`src/rtl/mem_access_stage.sv`:
```
// Memory-access pipeline stage: issues one load/store at a time over the
// req/ok handshake, aligns and extends load data, and traps misaligned accesses.
module mem_access_stage #(
   parameter int XLEN = 32,
   parameter int RA_W = 5
) (
   input  logic              clk,
   input  logic              rst,
   input  logic              we,
   input  logic [RA_W-1:0]   wa,
   input  logic [XLEN-1:0]   wn,
   input  logic [XLEN-1:0]   sd,
   input  logic [4:0]        op,
   output logic              we_o,
   output logic [RA_W-1:0]   wa_o,
   output logic [XLEN-1:0]   wn_o,
   output logic              exc_o,
   output logic [XLEN-1:0]   exc_a,
   output logic              mct_req,
   output logic              mct_wr,
   output logic [XLEN-1:0]   mct_a,
   output logic [XLEN-1:0]   mct_d,
   output logic [XLEN/8-1:0] mct_be,
   input  logic [XLEN-1:0]   mct_q,
   input  logic              mct_ok,
   output logic              stl
);

   localparam int OFFW = $clog2(XLEN / 8);
   localparam int BE_W = XLEN / 8;

   typedef enum logic {IDLE, BUSY} state_t;

   state_t state, state_nxt;

   logic [OFFW-1:0] off;
   logic [1:0]      size;
   logic            is_mem;
   logic            legal;
   logic [BE_W-1:0] be_base;
   logic [BE_W-1:0] be_new;
   logic [XLEN-1:0] addr_aligned;
   logic [XLEN-1:0] d_new;

   logic            we_l;
   logic [RA_W-1:0] wa_l;
   logic [3:0]      op_l;
   logic [OFFW-1:0] off_l;
   logic [XLEN-1:0] addr_l;

   logic [XLEN-1:0] q_sh;
   logic [XLEN-1:0] keep;
   logic            sign_bit;
   logic [XLEN-1:0] ld_val;

   assign off          = wn[OFFW-1:0];
   assign size         = op[1:0];
   assign is_mem       = op[4];
   assign addr_aligned = {wn[XLEN-1:OFFW], {OFFW{1'b0}}};
   assign d_new        = sd << {off, 3'b000};
   assign be_new       = be_base << off;

   // Alignment check and base byte-enable pattern for the requested size
   always_comb begin
      legal   = 1'b1;
      be_base = '0;
      case (size)
         2'd0: begin
            be_base = BE_W'(1);
         end
         2'd1: begin
            be_base = BE_W'(2'b11);
            legal   = ~off[0];
         end
         2'd2: begin
            be_base = BE_W'(4'hF);
            legal   = (off[1:0] == 2'b00);
         end
         default: begin
            be_base = '1;
            legal   = (XLEN == 64) && (off == '0);
         end
      endcase
   end

   always_ff @(posedge clk) begin
      if (rst) begin
         state <= IDLE;
      end else begin
         state <= state_nxt;
      end
   end

   always_comb begin
      state_nxt = state;
      stl       = 1'b0;
      case (state)
         IDLE: begin
            if (is_mem && legal) begin
               stl       = 1'b1;
               state_nxt = BUSY;
            end
         end
         BUSY: begin
            stl = ~mct_ok;
            if (mct_ok) begin
               state_nxt = IDLE;
            end
         end
         default: state_nxt = IDLE;
      endcase
      if (rst) begin
         stl = 1'b0;
      end
   end

   // Bytes above the access size are replaced by the sign bit or zeros
   always_comb begin
      q_sh     = mct_q >> {off_l, 3'b000};
      keep     = '1;
      sign_bit = q_sh[XLEN-1];
      case (op_l[1:0])
         2'd0: begin
            keep     = XLEN'(8'hFF);
            sign_bit = q_sh[7];
         end
         2'd1: begin
            keep     = XLEN'(16'hFFFF);
            sign_bit = q_sh[15];
         end
         2'd2: begin
            keep     = XLEN'(32'hFFFF_FFFF);
            sign_bit = q_sh[31];
         end
         default: ;
      endcase
      ld_val = (q_sh & keep) | ({XLEN{sign_bit & ~op_l[2]}} & ~keep);
   end

   always_ff @(posedge clk) begin
      if (rst) begin
         we_o    <= 1'b0;
         wa_o    <= '0;
         wn_o    <= '0;
         exc_o   <= 1'b0;
         exc_a   <= '0;
         mct_req <= 1'b0;
         mct_wr  <= 1'b0;
         mct_a   <= '0;
         mct_d   <= '0;
         mct_be  <= '0;
         we_l    <= 1'b0;
         wa_l    <= '0;
         op_l    <= '0;
         off_l   <= '0;
         addr_l  <= '0;
      end else begin
         case (state)
            IDLE: begin
               exc_o <= 1'b0;
               if (!is_mem) begin
                  we_o <= we;
                  wa_o <= wa;
                  wn_o <= wn;
               end else if (!legal) begin
                  we_o  <= 1'b0;
                  exc_o <= 1'b1;
                  exc_a <= wn;
               end else begin
                  mct_req <= 1'b1;
                  mct_wr  <= op[3];
                  mct_a   <= addr_aligned;
                  mct_be  <= be_new;
                  mct_d   <= d_new;
                  we_l    <= we;
                  wa_l    <= wa;
                  op_l    <= op[3:0];
                  off_l   <= off;
                  addr_l  <= wn;
                  we_o    <= 1'b0;
               end
            end
            BUSY: begin
               // Write-back uses the latched copies, not the upstream inputs
               if (mct_ok) begin
                  mct_req <= 1'b0;
                  if (op_l[3]) begin
                     we_o <= 1'b0;
                     wn_o <= addr_l;
                  end else begin
                     we_o <= we_l;
                     wa_o <= wa_l;
                     wn_o <= ld_val;
                  end
               end
            end
            default: ;
         endcase
      end
   end

endmodule

```
`config.mk`:
```
export PLATFORM = sky130hd
export DESIGN_NAME = mem_access_stage
export DESIGN_NICKNAME = d
export VERILOG_FILES = /design/src/rtl/mem_access_stage.sv
export SDC_FILE = /design/constraint.sdc
export NUM_CORES = 1
export LEC_CHECK = 0
export ABC_AREA = 1
export BUFFER_PORTS_ARGS = -buffer_cell sky130_fd_sc_hd__buf_2
export CAP_MARGIN = 40
export CORE_MARGIN = 3
export CORE_UTILIZATION = 54
export DETAILED_ROUTE_END_ITERATION = 16
export GPL_ROUTABILITY_DRIVEN = 0
export PLACE_DENSITY = 0.91
export SYNTH_ARGS = -nofsm -noshare
export SYNTH_HDL_FRONTEND = slang
export SYNTH_SLANG_ARGS = --single-unit
```
`constraint.sdc`:
```
create_clock -name clk -period 3.7 [get_ports clk]
set_input_delay 1.11 -clock clk [delete_from_list [all_inputs] [get_ports clk]]
set_output_delay 1.11 -clock clk [all_outputs]
set_load 0.01 [all_outputs]
```
==> results.md <==
- Crit-path cells: buf_2 > nor2_1 > inv_1 > nand2_1 > nand2_2 > nor2_8 > inv_4 > a21oi_1 > buf_2
- GRT Util Overall: 31.8%
- Main flop type after synthesis: dfxtp_1
- Row count: 41
- Total number of yosys warnings: 0
- Peak supply drop: 0.000313 V
- Register area: 3020 um2
- Arr. time, crit path: 2.04 ns
- Worst path top cell family by delay: simple AND/OR/NAND/NOR gates
- DRC: 0
- Hold Crit Class: reg -> reg
- Post-synthesis sequential area ratio: 41.6%
- Status: complete, no violations
- Synth Register Bits: 151
- Total vias in the final route: 7,902
- Final core occ: 69.1%
- Crit start category: input pin
- WP buf/inv: 4
- Congestion Overflow GR: 0
- Fmax: 318 MHz
- Layout cell share with drive strength beyond 1: 27.1%
- Initial Util: 56.5%
- Total Wirelength: 24.4 mm
- Pin count of the biggest net entering global routing: 80
- Max FO, Critical Path: 3
- Setup Skew: 0.00776 ns
- Nets: 1,312
- Clk buf depth: 2
- Hold_ws: 0.443 ns
- Diode count: 0
- Clk sinks: 151
- Final setup vio count: 0
- # Post-CTS Setup Buffers: 0
- Chip height: 122 um
- Vias/cell: 5.70
- H-tree levels: 4
- CTS Hold Bufs: 0
- Pwr dens: 501 nW/um2
- Cell taking the most area after synthesis: dfxtp_1
- Fin. Hold Viols: 0
- CTS buffer count: 17
- Die Span X: 122 um
- Max stage delay cell, worst path: buf_2
- Die Area: 14,900 um2
- Worst path most repeated cell: buf_2
- Clock transition at path regs: 0.06 ns
- Initial antenna violation count: 0
- Synthesis-to-finish area growth: 22.3%
- TritonCTS clock tree: yes
- Count of max-cap constraint violations: 0
- Vias in the first global route: 7,005
- Mapped Area: 7270 um2
- Port buffer count: 249
- Max-slew headroom: 44.6%
- Part of the cycle the worst path needs: 85.1%
- CP required: 2.59 ns
- Leak: 4.25 nW
- Min Tclk post-route: 3.15 ns
- Top cell type's share of synthesized area: 41.6%
- IO Pins: 252
- Mean Syn Cell Area: 7.09 um2
- Multi-input gate area: 3340 um2
- Synth unique cells: 35
- Ys async rst share: 0%
- Number of synthesized flops with an enable pin: 0
- DP HPWL: 17.1 mm
- Post-CTS sizing: 0
- Clock Tree Root: clkbuf_16
- Wire per inst: 17.6 um
- Pre-Repair DR Iteration Count: 6
- Main area contributors after synthesis: dfxtp_1 (42%), a21oi_1 (12%), o21ai_0 (12%), nand2_1 (7.1%), nor2_1 (5.8%)
- RSZ-0062 raised after global routing: no
- Post-Synthesis Cells: 1,026
- Synth top cells by count: a21oi_1 (177), o21ai_0 (176), dfxtp_1 (151)
- Max incr delay on CP: 0.17 ns
- Worst-margin pin slew: 0.830 ns
- Reg2reg setup slack: 1.32 ns
- Most common cell in the netlist: a21oi_1
- Clock Latency Late Sink: 0.42 ns
- First-pass GRT wire length: 37.0 mm
- Crit Path Class: in -> out
- Setup Total Neg Slack: 0 ns
- Iter 0 DRT Violations: 944
- Setup crit end kind: primary output
- Total core area: 12,900 um2
- Final Max Slew Viols: 0
- Routed Antenna Nets: 0
- Fill cells: 1,067
layout make-up:
cell class                      count  share of cell area (%)
Inverter                           86                    3.66
Timing Repair Buffer              263                    15.6
Tap cell                          172                    2.42
Sequential cell                   151                    34.0
Clock inverter                      9                    1.38
Multi-Input combinational cell    683                    37.6
Clock buffer                       23                    5.37
final timing paths:
kind / end / cells past startpoint / start
setup / recovery: stl / 9 / op[0]
hold / removal: wa_o[1] / 2 / wa_o[1]
setup reg to reg: wn_o[12] / 9 / off_l[0]
hold reg to reg: wa_o[1] / 2 / wa_o[1]
power breakdown:
| part | switching [mW] | internal (mW) | total (mW) |
|---|---|---|---|
| clock network | 0.664 | 1.11 | 1.77 |
| registers | 0.0780 | 1.75 | 1.83 |
| logic | 0.562 | 0.288 | 0.849 |
per-layer routing:
| layer | up-vias | wire, um | global-route usage [%] |
|---|---|---|---|
| met2 | 506 | 11200 | 50.3 |
| li1 | 3733 | - | - |
| met3 | 68 | 2750 | 9.84 |
| met1 | 3595 | 9650 | 41.5 |
| met4 | 0 | 791 | 11.0 |
| met5 | - | 0 | 0 |
cells by family (layout without fill, tap and decap cells):
family                 count (synthesis)  after routing  synth area share (%)
flip-flops                           151            151                  41.6
AO/OA/AOI/OAI                        402            402                  29.5
buffers and inverters                193            381                  12.5
AND/OR/NAND/NOR                      279            279                  16.3
other                                  1              2                0.0516
sequential cells by signal, indices dropped and copies added (netlist names):
name,cells
we_l,1
op_l,3
wn_o,32
mct_req,1
addr_l,31
state,1
wa_l,5
wa_o,5
mct_be,4
exc_o,1
exc_a,32
we_o,1
mct_d,32
off_l,1
mct_wr,1
layout by cell type, fill, tap and decap left out, drive strengths merged, types with 13 or more instances in the layout:
master and count:
clkbuf 23, nand3 23, a21oi 185, a22oi 13
nor2 116, buf 263, dfxtp 151, o211ai 19
inv 85, nand2 138, o21ai 179
worst min-delay path, stage by stage, from the launching register on:
cell,delay (ns)
dfxtp_1,0.31
inv_1,0.04
a21oi_1,0.05
metrics by stage:
stage                     instance area [um2]  setup WS, ns  instances  total power [mW]
after global routing                     8890         0.486       1387              4.62
after detailed placement                 8290         0.570       1355              2.69
final                                    8890         0.552       1387              4.45
after floorplan                          7280         0.580       1027              2.38
after global placement                   8270         0.596       1354              2.67
after CTS                                8890         0.559       1387              4.44
(Power assumes the default switching activity.)
